--- config.mk ---
export PLATFORM = sky130hd
export DESIGN_NAME = apb_timer_mc
export DESIGN_NICKNAME = d
export VERILOG_FILES = /design/src/rtl/apb_timer_mc.sv
export SDC_FILE = /design/constraint.sdc
export NUM_CORES = 1
export LEC_CHECK = 0
export ABC_AREA = 1
export CAP_MARGIN = 40
export CORE_MARGIN = 2
export CORE_UTILIZATION = 55
export CTS_BUF_LIST = sky130_fd_sc_hd__clkbuf_8
export DETAILED_ROUTE_END_ITERATION = 10
export PLACE_DENSITY = 0.79
export SLEW_MARGIN = 20
export SYNTH_ARGS = -nofsm -noshare
export SYNTH_HDL_FRONTEND = slang
export SYNTH_SLANG_ARGS = --single-unit
--- constraint.sdc ---
create_clock -name PCLK -period 2.91 [get_ports PCLK]
set_input_delay 0.582 -clock PCLK [delete_from_list [all_inputs] [get_ports PCLK]]
set_output_delay 0.582 -clock PCLK [all_outputs]
set_load 0.02 [all_outputs]
--- src/rtl/apb_timer_mc.sv ---
// apb_timer_mc: multi-channel APB3 timer with a shared prescaler.
//
// Each of NUM_CH channels has CTRL (EN, MODE, IE), CMP, CNT and W1C STATUS
// (MATCH, OVF) at base n*0x10. PRESCALE lives at 0xF0. Zero-wait-state slave.
//
// Ports:
//   PCLK, PRESETn          clock, asynchronous active-low reset
//   PSEL, PENABLE, PWRITE  APB control
//   PADDR, PWDATA          APB byte address, write data
//   PRDATA, PREADY         read data (0 outside read access), always ready
//   PSLVERR                error on unmapped or unaligned access
//   IRQ, IRQ_ANY           per-channel MATCH & IE, and their OR
module apb_timer_mc #(
  parameter int unsigned CNT_W  = 16,
  parameter int unsigned NUM_CH = 2,
  parameter int unsigned PRE_W  = 8
) (
  input  logic              PCLK,
  input  logic              PRESETn,
  input  logic              PSEL,
  input  logic              PENABLE,
  input  logic              PWRITE,
  input  logic [7:0]        PADDR,
  input  logic [31:0]       PWDATA,
  output logic [31:0]       PRDATA,
  output logic              PREADY,
  output logic              PSLVERR,
  output logic [NUM_CH-1:0] IRQ,
  output logic              IRQ_ANY
);

  logic [2:0]       ctrl_q [NUM_CH];
  logic [2:0]       ctrl_d [NUM_CH];
  logic [CNT_W-1:0] cmp_q  [NUM_CH];
  logic [CNT_W-1:0] cmp_d  [NUM_CH];
  logic [CNT_W-1:0] cnt_q  [NUM_CH];
  logic [CNT_W-1:0] cnt_d  [NUM_CH];
  logic [1:0]       sts_q  [NUM_CH];
  logic [1:0]       sts_d  [NUM_CH];
  logic [1:0]       hw_set [NUM_CH];
  logic [PRE_W-1:0] pre_q, pre_d;
  logic [PRE_W-1:0] pre_cnt_q, pre_cnt_d;

  logic        access, is_pre, ch_ok, addr_err, wr_en, tick;
  logic [3:0]  ch_idx;
  logic [1:0]  reg_idx;
  logic [31:0] rdata;
  logic        unused_wdata;

  assign access   = PSEL & PENABLE;
  assign ch_idx   = PADDR[7:4];
  assign reg_idx  = PADDR[3:2];
  assign is_pre   = (PADDR == 8'hF0);
  // Channel 15 is never valid (NUM_CH <= 15), so 0xF0 cannot alias a channel.
  assign ch_ok    = ({28'd0, ch_idx} < NUM_CH);
  assign addr_err = (PADDR[1:0] != 2'b00) | ~(is_pre | ch_ok);
  assign wr_en    = access & PWRITE & ~addr_err;
  assign tick     = (pre_cnt_q == pre_q);

  assign PREADY       = 1'b1;
  assign PSLVERR      = PRESETn & access & addr_err;
  assign unused_wdata = ^PWDATA;

  // Prescaler: a PRESCALE write restarts the tick phase.
  always_comb begin
    pre_d     = pre_q;
    pre_cnt_d = tick ? '0 : pre_cnt_q + PRE_W'(1);
    if (wr_en && is_pre) begin
      pre_d     = PWDATA[PRE_W-1:0];
      pre_cnt_d = '0;
    end
  end

  // Channels: hardware update first, then software writes override it.
  always_comb begin
    for (int unsigned n = 0; n < NUM_CH; n++) begin
      ctrl_d[n] = ctrl_q[n];
      cmp_d[n]  = cmp_q[n];
      cnt_d[n]  = cnt_q[n];
      sts_d[n]  = sts_q[n];
      hw_set[n] = 2'b00;
      if (tick && ctrl_q[n][0]) begin
        if (cnt_q[n] == cmp_q[n]) begin
          hw_set[n][0] = 1'b1;
          if (ctrl_q[n][1]) ctrl_d[n][0] = 1'b0;
          else              cnt_d[n]     = '0;
        end else if (cnt_q[n] == {CNT_W{1'b1}}) begin
          hw_set[n][1] = 1'b1;
          cnt_d[n]     = '0;
        end else begin
          cnt_d[n] = cnt_q[n] + CNT_W'(1);
        end
      end
      if (wr_en && !is_pre && (ch_idx == 4'(n))) begin
        unique case (reg_idx)
          2'd0: ctrl_d[n] = PWDATA[2:0];
          2'd1: cmp_d[n]  = PWDATA[CNT_W-1:0];
          2'd2: cnt_d[n]  = PWDATA[CNT_W-1:0];
          2'd3: sts_d[n]  = sts_q[n] & ~PWDATA[1:0];
          default: ;
        endcase
      end
      // Hardware set beats a simultaneous W1C.
      sts_d[n] = sts_d[n] | hw_set[n];
    end
  end

  always_comb begin
    rdata = '0;
    if (is_pre) rdata = 32'(pre_q);
    for (int unsigned n = 0; n < NUM_CH; n++) begin
      if (!is_pre && (ch_idx == 4'(n))) begin
        unique case (reg_idx)
          2'd0: rdata = {29'd0, ctrl_q[n]};
          2'd1: rdata = 32'(cmp_q[n]);
          2'd2: rdata = 32'(cnt_q[n]);
          2'd3: rdata = {30'd0, sts_q[n]};
          default: ;
        endcase
      end
    end
    PRDATA = (PRESETn && access && !PWRITE && !addr_err) ? rdata : '0;
  end

  always_comb begin
    for (int unsigned n = 0; n < NUM_CH; n++) begin
      IRQ[n] = sts_q[n][0] & ctrl_q[n][2];
    end
    IRQ_ANY = |IRQ;
  end

  always_ff @(posedge PCLK or negedge PRESETn) begin
    if (!PRESETn) begin
      ctrl_q    <= '{default: '0};
      cmp_q     <= '{default: '0};
      cnt_q     <= '{default: '0};
      sts_q     <= '{default: '0};
      pre_q     <= '0;
      pre_cnt_q <= '0;
    end else begin
      ctrl_q    <= ctrl_d;
      cmp_q     <= cmp_d;
      cnt_q     <= cnt_d;
      sts_q     <= sts_d;
      pre_q     <= pre_d;
      pre_cnt_q <= pre_cnt_d;
    end
  end

endmodule

==> impl_metrics.csv <==
group,metric,value,unit
run_status,status,"finished, violations left",
run_status,violations,"setup timing",
timing,final_max_slew_viol_count,0,
routing,detail-route-antenna-nets,0,
power_and_ir_drop,finalPower,2.68,mW
finish,layout-drive-gt1-share,0.107,
grt,grt_pass1_wl,30400,um
critical_path,worst-setup-path-type,"in2out",
finish,n_antenna_cell,0,
timing,worst_hold_slack,0.323,ns
clock_network,cts-root-buf,"clkbuf_8",
grt,first_global_vias,6227,
yosys,yosys.area_share.adder,0.00580,
die,die-height,112,um
power_and_ir_drop,swShare,0.311,
power_and_ir_drop,p_switching,834,uW
yosys,synth_seq_area_share,0.348,
placement,dp_hpwl,14200,um
yosys,ys_seq_elements,90,
yosys,netlist_instances,1028,
clock_network,post-cts-setup-buffers,0,
finish,postLayoutCellArea,0.00740,mm2
grt,use_met2,0.488,
grt,use_met1,0.413,
die,row_count,39,
timing,finalHoldViolCount,0,
placement,gp_congestion,0.979,
routing,drc,0,
placement,placed_cell_area,0.00721,mm2
routing,drt-pass1-iter-count,6,
routing,viasPerCell,5.39,
routing,wl,18500,um
yosys,synthFlopType,"dfrtp_1",
power_and_ir_drop,p_leak,3.63,nW
finish,areaGrowthSynthToFinish,14.3,%
yosys,yosysTopAreaCellShare,0.348,
yosys,syn_area_per_cell,6.30,um2
yosys,synth_cell_types,37,
yosys,syn_area,0.00647,mm2
power_and_ir_drop,share_seq_of_total_power,0.497,
yosys,synth-edff-count,0,
critical_path,cp-start-kind,"input pin",
flow_run,cap_violations,0,
clock_network,tritoncts,"yes",
clock_network,htreeDepth,3,
yosys,synth_area_leaders,"dfrtp_1 35%, nand2_1 25%, inv_1 6.4%",
critical_path,slowest_stage,"clkdlybuf4s50_1",
clock_network,numCtsBuffers,9,
critical_path,cp_data_required_time,2.33,ns
yosys,synth_xor_area_frac,0.0230,
critical_path,arrival,2.33,ns
yosys,synth_top_family_by_area,"simple AND/OR/NAND/NOR gates",
critical_path,cpPeakStageDelay,0.49,ns
clock_network,cts_max_path_buffers,2,
timing,setup_viol,1,
yosys,synth.area.mux_share,0,
timing,slew_headroom,0.588,
grt,grt.total_usage,0.305,
clock_network,clkTransAtPathRegs,0.09,ns
yosys,synthSimpleGateAreaFrac,0.373,
die,die_w,112,um
timing,max_freq,344,MHz
clock_network,cts_sinks,90,
timing,tightest_slew,0.619,ns
yosys,synth_area_leader_cell,"dfrtp_1",
timing,min_period,2.91,ns
routing,drt-initial-drc-count,650,
grt,grt.overflow.total,0,
critical_path,path_cells,"clkdlybuf4s50_1, inv_2, nand2_1, buf_12, buf_4, inv_1, a221oi_1, nor3_1, clkdlybuf4s15_1",
grt,grt_antenna_before_repair,0,
die,core-area,0.0115,mm2
die,io_pins,82,
timing,rsz0062_at_grt,"true",
timing,fin_crit_sh,1.00,
timing,fin_skew,0.0145,ns
power_and_ir_drop,p_int,1.85,mW
routing,vias,6695,
power_and_ir_drop,p_clk_frac,0.330,
placement,port_buffers,48,
yosys,ys_async_sr_fraction,1.00,
grt,grt-busiest-layer,"met2",
critical_path,path_max_fanout,18,
power_and_ir_drop,powerDensity,363,mW/mm2
routing,wire_per_inst,14.9,um
grt,grt_max_degree,48,
min_path,hold_path.class,"in2async",
grt,grt_use_met3,0.0556,
clock_network,worstSkewPairLatency,0.40,ns
critical_path,crit_path_end_kind,"output port",
yosys,ys_warn_count,0,
finish,post-route-util,0.645,
yosys,synth_compound_area_frac,0.126,
placement,dpl_worst_slack,-0.393,ns
die,initial_core_util,0.564,
die,die_area,0.0127,mm2
power_and_ir_drop,p_comb_frac,0.173,
timing,layout_setup_ws,-0.000464,ns
power_and_ir_drop,vdd_drop_max,0.340,mV
finish,final_nets,1143,
finish,n_fill_cell,1090,
kinds of logic (layout without fill, tap and decap cells):
kind of cell | Yosys count | after routing
AND/OR/NAND/NOR | 591 | 591
buffers and inverters | 180 | 237
AO/OA/AOI/OAI | 145 | 145
flip-flops | 90 | 90
XOR/XNOR | 17 | 17
adder cells (fa/ha/maj) | 3 | 3
other | 2 | 17
cell usage in the layout, fill, tap and decap left out, drive strengths merged:
cell type / count
buf: 49
a221oi: 6
clkdlybuf4s50: 26
nand2: 435
clkbuf: 13
xor2: 12
clkdlybuf4s15: 5
o21ai: 83
a21oi: 21
ha: 3
or2: 3
a31oi: 3
xnor2: 5
nor2: 87
clkinv: 5
nand4: 11
nor3: 15
dlygate4sd2: 5
inv: 133
conb: 17
nand3: 32
nor3b: 3
and3: 1
bufinv: 1
nand3b: 4
o22ai: 26
o211ai: 2
dfrtp: 90
o221ai: 4
worst paths after layout:
kind	startpoint	to	slack, ns	depth (start not counted)
setup / recovery	PADDR[2]	PRDATA[10]	-0.0005	9
hold / removal	PRESETn	cnt_q[30]$_DFF_PN0_	0.32	2
setup reg to reg	pre_q[4]$_DFFE_PN0P_	cnt_q[2]$_DFF_PN0_	0.58	11
hold reg to reg	pre_cnt_q[0]$_DFF_PN0_	pre_cnt_q[0]$_DFF_PN0_	0.50	1
max in group asynchronous	PRESETn	cnt_q[7]$_DFF_PN0_	1.53	3
min in group PCLK	pre_cnt_q[0]$_DFF_PN0_	pre_cnt_q[0]$_DFF_PN0_	0.50	1
power groups by stage:
stage / sequential (mW) / clock [mW] / combinational [mW]
3_3_place_gp: 1.36 / 0 / 0.448
5_1_grt: 1.34 / 0.954 / 0.526
2_1_floorplan: 1.34 / 0 / 0.302
6_report: 1.33 / 0.886 / 0.464
4_1_cts: 1.33 / 0.896 / 0.458
3_5_place_dp: 1.36 / 0 / 0.459
synthesized netlist by cell type, types with 4 or more instances:
library cell and number:
xor2_1 12, o21ai_1 35, buf_4 19, nand4_1 11
buf_1 4, nand2_2 4, nand2_1 431, a21oi_1 21
a221oi_1 6, nor2_1 80, inv_2 21, buf_2 15
nor3_1 14, nand3b_1 4, inv_1 111, dfrtp_1 90
nor2_4 5, buf_6 4, xnor2_1 5, o21ai_0 47
clkbuf_1 5, nand3_1 30, o221ai_1 4, o22ai_1 26
repair_timing:
item                                    in CTS  in global routing
endpoints found under the setup margin      17                 16
pin swaps                                    1                  1
hold buffers                                 0                  0
gates resized for setup                     51                 28
registers in the layout, indices dropped and copies added (netlist names):
signal and count:
pre_cnt_q 8, ctrl_q 6, cmp_q 32, pre_q 8, cnt_q 32, sts_q 4
worst max-delay path: cells and delay by family:
family | cells | cell delay [ns]
AO/OA/AOI/OAI | 1 | 0.34
buffers and inverters | 6 | 1.19
AND/OR/NAND/NOR | 2 | 0.20
through the flow:
step / TNS (ns) / std cells
after floorplan: 0 / 1043
after global placement: -5.02 / 1227
after detailed placement: -5.53 / 1227
after CTS: 0 / 1243
after global routing: -0.395 / 1243
final: -0.000464 / 1243
metal layers:
| metal | vias to the layer above | share of wire |
|---|---|---|
| met3 | 43 | 0.079 |
| met4 | 0 | 0.031 |
| met1 | 3040 | 0.44 |
| met2 | 280 | 0.45 |
| li1 | 3332 | - |
| met5 | - | 0 |
area by class of cell:
cell class / count / area (um2) / area share
clock buffers: 10 / 138 / 0.0186
clock inverters: 6 / 57.6 / 0.00778
inverters: 133 / 502 / 0.0678
multi-input cells: 773 / 3520 / 0.475
flip-flops and latches: 90 / 2250 / 0.304
well taps: 143 / 179 / 0.0242
repair buffers: 88 / 754 / 0.102
(Power assumes the default switching activity.)
